**src/rtl/adaptive_traffic_ctrl.sv**
```systemverilog
// Multi-phase round-robin traffic-light controller with density-scaled green time.
// Optional macro ATL_SKIP_EMPTY_EN: skip phases whose density is zero.
module adaptive_traffic_ctrl #(
  parameter int NUM_PHASES  = 4,
  parameter int CLK_PER_SEC = 50_000_000,
  parameter int DENS_W      = 3,
  parameter int CNT_W       = 6,
  parameter int G_MIN       = 5,
  parameter int G_STEP      = 2,
  parameter int G_MAX       = 20,
  parameter int Y_TIME      = 3,
  parameter int AR_TIME     = 1
) (
  input  logic                           clk,
  input  logic                           reset,
  input  logic [NUM_PHASES*DENS_W-1:0]   dens,
  output logic [3*NUM_PHASES-1:0]        lamp,
  output logic [$clog2(NUM_PHASES)-1:0]  phase_idx,
  output logic [1:0]                     state,
  output logic [CNT_W-1:0]               count_out,
  output logic                           tick
);

  localparam int PH_W = $clog2(NUM_PHASES);
  localparam int PC_W = $clog2(CLK_PER_SEC);
  localparam int GW   = CNT_W + DENS_W + 1;
  localparam logic [PC_W-1:0] PC_LAST = PC_W'(CLK_PER_SEC - 1);

  typedef enum logic [1:0] {
    S_GREEN  = 2'b00,
    S_YELLOW = 2'b01,
    S_ALLRED = 2'b10
  } state_t;

  logic [PC_W-1:0]         pc_q;
  state_t                  state_q, state_d;
  logic [PH_W-1:0]         phase_q, phase_d;
  logic [CNT_W-1:0]        count_q, count_d;
  logic [3*NUM_PHASES-1:0] lamp_q;
  logic [PH_W-1:0]         next_ph;
  logic                    has_next;
  logic [DENS_W-1:0]       next_dens;
  int                      idx;

  function automatic logic [CNT_W-1:0] green_time(input logic [DENS_W-1:0] d);
    logic [GW-1:0] g;
    // Full-width sum so large densities clamp instead of wrapping.
    g = GW'(G_MIN) + GW'(d) * GW'(G_STEP);
    if (g > GW'(G_MAX)) g = GW'(G_MAX);
    return g[CNT_W-1:0];
  endfunction

  function automatic logic [3*NUM_PHASES-1:0] lamp_of(input state_t s, input logic [PH_W-1:0] ph);
    logic [3*NUM_PHASES-1:0] l;
    l = '0;
    for (int p = 0; p < NUM_PHASES; p++) begin
      l[3*p +: 3] = 3'b100;
      if (PH_W'(p) == ph) begin
        case (s)
          S_GREEN:  l[3*p +: 3] = 3'b001;
          S_YELLOW: l[3*p +: 3] = 3'b010;
          default:  l[3*p +: 3] = 3'b100;
        endcase
      end
    end
    return l;
  endfunction

  always_ff @(posedge clk) begin
    if (!reset)              pc_q <= '0;
    else if (pc_q == PC_LAST) pc_q <= '0;
    else                     pc_q <= pc_q + 1'b1;
  end

  assign tick = (pc_q == PC_LAST);

  always_comb begin
    idx = 0;
`ifdef ATL_SKIP_EMPTY_EN
    has_next = 1'b0;
    next_ph  = phase_q;
    // Walk backwards so the nearest non-empty phase is the one that sticks.
    for (int k = NUM_PHASES; k >= 1; k--) begin
      idx = int'(phase_q) + k;
      if (idx >= NUM_PHASES) idx = idx - NUM_PHASES;
      if (dens[idx*DENS_W +: DENS_W] != '0) begin
        has_next = 1'b1;
        next_ph  = PH_W'(idx);
      end
    end
`else
    has_next = 1'b1;
    next_ph  = (phase_q == PH_W'(NUM_PHASES - 1)) ? '0 : phase_q + 1'b1;
`endif
    next_dens = dens[int'(next_ph)*DENS_W +: DENS_W];
  end

  always_comb begin
    state_d = state_q;
    phase_d = phase_q;
    count_d = count_q;
    case (state_q)
      S_GREEN, S_YELLOW, S_ALLRED: begin
        if (tick) begin
          if (count_q > CNT_W'(1)) begin
            count_d = count_q - 1'b1;
          end else begin
            case (state_q)
              S_GREEN: begin
                state_d = S_YELLOW;
                count_d = CNT_W'(Y_TIME);
              end
              S_YELLOW: begin
                state_d = S_ALLRED;
                count_d = CNT_W'(AR_TIME);
              end
              default: begin
                if (has_next) begin
                  state_d = S_GREEN;
                  phase_d = next_ph;
                  count_d = green_time(next_dens);
                end else begin
                  count_d = CNT_W'(AR_TIME);
                end
              end
            endcase
          end
        end
      end
      default: begin
        state_d = S_ALLRED;
        phase_d = PH_W'(NUM_PHASES - 1);
        count_d = CNT_W'(AR_TIME);
      end
    endcase
  end

  always_ff @(posedge clk) begin
    if (!reset) begin
      state_q <= S_ALLRED;
      phase_q <= PH_W'(NUM_PHASES - 1);
      count_q <= CNT_W'(AR_TIME);
      lamp_q  <= {NUM_PHASES{3'b100}};
    end else begin
      state_q <= state_d;
      phase_q <= phase_d;
      count_q <= count_d;
      lamp_q  <= lamp_of(state_d, phase_d);
    end
  end

  assign lamp      = lamp_q;
  assign phase_idx = phase_q;
  assign state     = state_q;
  assign count_out = count_q;

endmodule

```
**config.mk**
```make
export PLATFORM = sky130hd
export DESIGN_NAME = adaptive_traffic_ctrl
export DESIGN_NICKNAME = d
export VERILOG_FILES = /design/src/rtl/adaptive_traffic_ctrl.sv
export SDC_FILE = /design/constraint.sdc
export NUM_CORES = 1
export LEC_CHECK = 0
export ABC_AREA = 1
export BUFFER_PORTS_ARGS = -buffer_cell sky130_fd_sc_hd__clkbuf_2
export CAP_MARGIN = 25
export CORE_MARGIN = 5
export CORE_UTILIZATION = 52
export DETAILED_ROUTE_END_ITERATION = 8
export GPL_TIMING_DRIVEN = 0
export PLACE_DENSITY = 0.74
export REMOVE_ABC_BUFFERS = 1
export SLEW_MARGIN = 20
export SYNTH_ARGS = -nofsm -noshare
export SYNTH_HDL_FRONTEND = slang
export SYNTH_SLANG_ARGS = --single-unit
export TNS_END_PERCENT = 1
```
**constraint.sdc**
```tcl
create_clock -name clk -period 1.6 [get_ports clk]
set_input_delay 0.08 -clock clk [delete_from_list [all_inputs] [get_ports clk]]
set_output_delay 0.08 -clock clk [all_outputs]
set_load 0.02 [all_outputs]
```
Word-level counts from Yosys, hierarchy flattened
Index checks and enable logic that the tools add are counted.

Add/subtract/negate cells: 4. $mul: 1. Order comparisons: 2. Eq/ne operators: 8. Shift operators: 1. Mux-type cells: 13. Bitwise gates (word level): 1. Reduce and logical (&&, ||, !) cells: 11.

Operators with widths (number): $add A26 B1 Y26 const B (1); $eq A26 B26 Y1 const B (1); $mux W2 (8); $shiftx A12 B5 Y3 (1); $pmux W5 S2 (1); $reduce_and A2 Y1 (5); $gt A6 B1 Y1 const B (1); $logic_not A2 Y1 (3); $mux W6 (1); $pmux W3 S2 (1); $sub A6 B1 Y6 const B (1); $add A3 B4 Y5 const A (1); $gt A5 B5 Y1 const B (1); $mux W5 (1); $eq A2 B1 Y1 const B (2); $eq A2 B2 Y1 const A (2); $eq A2 B2 Y1 const B (2); $mul A2 B2 Y4 const B (1); $pmux W2 S2 (1); $reduce_or A2 Y1 (2); $reduce_or A3 Y1 (1); $add A2 B1 Y2 const B (1); $eq A1 B2 Y1 const A (1); $not A1 Y1 (1).

Register bits: 48. Logic and storage cells: 49.

Logic depth before layout (Yosys ltp)
Depth in word-level cells: 9. Depth in mapped cells: 13. Gate-level depth less buffers: 13.

Worst setup path before layout
OpenSTA, ideal clock, no wires.

Kind: register -> register. From: register phase_q[1], in the netlist phase_idx[1]. To: register count_q[3], in the netlist count_out[3]. Library setup time: 0.070 ns. Arrival time: 1.785 ns. Slack: -0.255 ns. Cell stages (with the launch flop): 12. Buffers on the path: 0. Clock period less this slack: 1.855 ns. Cell sequence: dfxtp_1 ha_1 inv_1 nand3_1 nand2_1 inv_1 ha_1 nand2_1 nand3_1 o21ai_0 nand2_1 a21oi_1.

Word-level cells in the longest chain between the ends: 9. Elaborated cells on any way between the ends: 10. Those cells by class: 2 x add/sub; 1 x mul; 1 x order compare; 1 x eq/ne; 1 x shift; 4 x mux.

Ends and longest elaborated chain: start: declaration (RTL line 37) `logic [PH_W-1:0] phase_q, phase_d;`; start signal: assignment (RTL line 141) `phase_q <= PH_W'(NUM_PHASES - 1);`; start signal: assignment (RTL line 146) `phase_q <= phase_d;`; $add A2 B1 Y2 / $eq A2 B2 Y1 (equally long branches) (RTL line 93) `next_ph = (phase_q == PH_W'(NUM_PHASES - 1)) ? '0 : phase_q + 1'b1;`; $mux W2 (*) (RTL line 93); $mul A2 B2 Y4 (*) (RTL line 95) `next_dens = dens[int'(next_ph)*DENS_W +: DENS_W];`; $shiftx A12 B5 Y3 (*) (RTL line 95); $add A3 B4 Y5 (*) (RTL line 48) `g = GW'(G_MIN) + GW'(d) * GW'(G_STEP);`; $gt A5 B5 Y1 (RTL line 49) `if (g > GW'(G_MAX)) g = GW'(G_MAX);`; $mux W5 (*) (RTL line 49); $pmux W5 S2 (*) (RTL line 108) `case (state_q)`; $mux W6 (*) (RTL line 105) `if (count_q > CNT_W'(1)) begin`; end signal: assignment (RTL line 142) `count_q <= CNT_W'(AR_TIME);`; end signal: assignment (RTL line 147) `count_q <= count_d;`; end: declaration (RTL line 38) `logic [CNT_W-1:0] count_q, count_d;`.

Mark *: on every way between the ends. The rest lies on a longest branch, timed or not. A chain may end at the register's enable or synchronous reset.

Worst setup path in the final report
From: register phase_q[0], in the netlist phase_idx[0]. To: register count_q[2], in the netlist count_out[2].

The elaborated chain is that of the path after synthesis.

==> summary by stage <==
Status
The flow ran to the end, but the final reports show violations. The checks that failed: negative setup slack.

Synth
By area the synthesized netlist is led by dfxtp_1, nand2_1, nor2_1. dfxtp_1 takes more of the synthesized area than any other cell. The average footprint of a synthesized cell is around 6.7 um^2. The number of distinct library cell variants in the gate-level netlist after synthesis is 28. Of the post-synthesis cell area, the dominant cell type holds 0.362. The synthesized instance count is 398. Yosys printed 0 warnings. The total standard cell area after synthesis is ~0.0027 mm^2. For this run, the register share of the synthesized area comes to 0.362.

After synthesis the netlist holds a flip-flop and latch count of 48.

Placed design
After detailed placement, the design holds a cell count of 500. Detailed placement finished with a half-perimeter wire length of 4540 um. During placement, the flow inserted port buffers numbering 36.

The placer's final routability congestion estimate is ~0.84. Summing all placed instances gives a cell area of 0.00290 mm^2.

Power and ir drop
Power spread over the standard cell area amounts to 676 mW/mm^2. VDD sags by at most 0.553 mV. Summed over all cells, the static leakage comes to 1.41 nW.

Clock tree
Clock-pin slew was measured on the worst setup and hold paths at ~0.09 ns. TritonCTS built the clock tree. The clock passes through at most 2 buffers. For the worst-skew pair, the clock arrives at the later sink with an insertion delay of ~0.3 ns. The tree built by TritonCTS fans out to between 40 and 50 sinks. CTS built an H-tree with a depth of 2. TritonCTS created 5 clock buffers. The tree is rooted in a clkbuf_8.

Routing
The remaining design rule violation count is 0. The vias per cell is 5.07. The detail-routed net length per standard cell is 12.2 um. The starting DRC count in detailed routing is 83.

The wire length reported by the detailed router is 6390 um. The detailed-route via count is 2667. The residual antenna-violating net count after detailed routing is 0. The length of the first detailed-routing pass in iterations is 4.

Timing
The post-route clock skew is 0.00514 ns. Setup repair after global routing could not meet its margin everywhere. The slew at the pin closest to its max-slew limit is 0.304 ns. The number of pins with negative max-slew slack in the final report is 0. In the finished design, the share of the clock period the worst path needs comes to 1.03. The worst pin sits at a relative slew slack of 0.797. After layout, the worst setup slack is -0.0459 ns. The hold violation count in the final report was 0. Static timing analysis puts the maximum clock frequency at 0.608 GHz. The worst path in the final design needs a cycle of around 1.6 ns, including I/O delays and setup.

The count of final setup violators is 3.

Global route
The number of global-route vias before repair was 2472. The first global-routing pass estimated 10700 um of wire. The combined global-route utilization of all metal layers is 0.205. Global routing finished with a remaining overflow of 0. The initial antenna violation count is 0. The pin count of the biggest net entering global routing is 27.

Worst setup path
STA puts the critical path data required time at roughly 1.8 ns. Across all register-to-register paths, the minimum setup slack is -0.05 ns. The end point of the critical path is count_out[2]. The critical path startpoint category is a flop. The launch point of the critical path is phase_idx[0]. The startpoint of the most critical register-to-register path is phase_idx[0]. Of all nets on the critical path, the largest fanout is 5. The path depth of the worst reg2reg path is 12. The critical path class is reg -> reg.

STA classifies the critical path endpoint as a flop. For the worst setup path, the data arrival time is ~1.9 ns. The capture point of the worst reg-to-reg path is count_out[2].

Die
The horizontal die dimension is 81.5 um. The area inside the core boundary is approximately 0.005 mm^2. The full die area is 0.00664 mm^2. The number of top-level pins is 37. The number of placement rows is 26.

The effective utilization at floorplan is 0.527. The vertical die dimension is ~80 um.

Finish
The total non-filler cell area in the finished layout is 0.00347 mm^2. The number of nets in the layout is 474. Leaving out filler cells and counting taps, the final layout contains 526. The commonest non-fill, non-tap cell in the layout is nand2_1. The number of antenna diodes is 0. The fill cell instance count of the final layout is roughly 440. The synthesis-to-layout area growth is 30.5%. In the layout the commonest cells are nand2_1, nor2_1, inv_1. Of the cells placed in the final design, the portion with a size suffix greater than 1 is 0.346.

Flow run
The tool flagged a number of max-cap violations equal to 0.

Hold path
The path type of the worst min-delay path is in -> reg.
==> area by class of cell <==
| class | count | area [um^2] | share of cell area |
|---|---|---|---|
| Clock inverter | 3 | 68.8 | 0.0198 |
| Sequential cell | 48 | 998 | 0.288 |
| Timing Repair Buffer | 54 | 330 | 0.0953 |
| Inverter | 48 | 185 | 0.0534 |
| Tap cell | 70 | 87.6 | 0.0253 |
| Clock buffer | 5 | 68.8 | 0.0198 |
| Multi-Input combinational cell | 298 | 1730 | 0.498 |
==> synthesized netlist by cell type <==
cell type,number
nand2_1,103
nor2_1,63
dfxtp_1,48
inv_1,46
nand3_1,27
a21oi_1,19
o21ai_0,14
nand2_2,13
nor3_1,12
nand4_1,9
nor2_4,7
xor2_1,6
ha_1,5
buf_2,4
nand3_2,4
nor2_2,3
inv_2,2
nand3b_1,2
or2_2,2
a31oi_1,1
nand2_4,1
nand3_4,1
nor2_8,1
nor3b_1,1
o211ai_1,1
o21a_1,1
o31ai_1,1
xnor2_1,1
==> through the flow <==
step | total power (W) | hold slack [ns] | setup WS (ns) | util | TNS [ns]
2_1_floorplan | 0.00127 | 0.150 | -0.360 | - | -3.12
3_3_place_gp | 0.00130 | 0.304 | -0.459 | 0.576 | -10.73
3_5_place_dp | 0.00130 | 0.304 | -0.464 | 0.576 | -11.27
4_1_cts | 0.00238 | 0.256 | -0.0327 | 0.665 | -0.205
5_1_grt | 0.00245 | 0.312 | -0.143 | 0.688 | -1.81
6_report | 0.00234 | 0.271 | -0.0459 | 0.688 | -0.121
==> worst min path at each step <==
stage            start            to  slack [ns]  cells past startpoint
2_1_floorplan    reset      state[1]        0.15                      1
3_3_place_gp     reset      state[1]        0.30                      2
3_5_place_dp     reset      state[1]        0.30                      2
4_1_cts        dens[2]  count_out[4]        0.26                      7
5_1_grt        dens[2]  count_out[4]        0.31                      7
6_report       dens[2]  count_out[4]        0.27                      7
==> power breakdown <==
| part | internal, W | switching [W] |
|---|---|---|
| Sequential | 0.00119 | 0.00000901 |
| Combinational | 0.0000438 | 0.0000530 |
| Clock | 0.000629 | 0.000418 |
| Total | 0.00186 | 0.000480 |
==> critical path: stages, from the launching register on <==
cell and delay, ns:
dfxtp_4 0.38, ha_4 0.27, inv_4 0.07, nand3_2 0.08, nand2_2 0.08, inv_2 0.05, ha_4 0.28, nand2_4 0.05
nand2_1 0.06, nand2_1 0.05, nand2_1 0.06, nand2_1 0.04, a21oi_1 0.10
==> flip-flops by register name (all words and copies together) (netlist names) <==
register,flops
pc_q,26
phase_idx,2
state,2
count_out,6
lamp,12
==> cell families (layout without fill, tap and decap cells) <==
family          Yosys count  in the layout  synth area share
xor+xnor                  7              7            0.0231
fa+ha+maj                 5              5            0.0236
compound gates           37             37            0.0730
flops                    48             48             0.362
simple gates            249            249             0.443
buf+inv                  52            110            0.0754
==> what timing repair did <==
item | in CTS | in global routing
endpoints found under the hold margin | 1 | 0
endpoints found under the setup margin | 48 | 47
pin swaps | 22 | 19
gates resized for setup | 60 | 34
cloned | 0 | 0
hold buffers | 1 | 0
setup buffers | 14 | 3
==> routing by layer <==
| metal | vias to the layer above | wire length, um | track usage |
|---|---|---|---|
| met5 | - | 0 | 0 |
| met4 | 0 | 178 | 0.0828 |
| met3 | 17 | 304 | 0.0406 |
| met2 | 66 | 3190 | 0.367 |
| met1 | 1204 | 2720 | 0.238 |
| li1 | 1380 | - | - |
No activity file was read; power rests on OpenSTA's default activity.
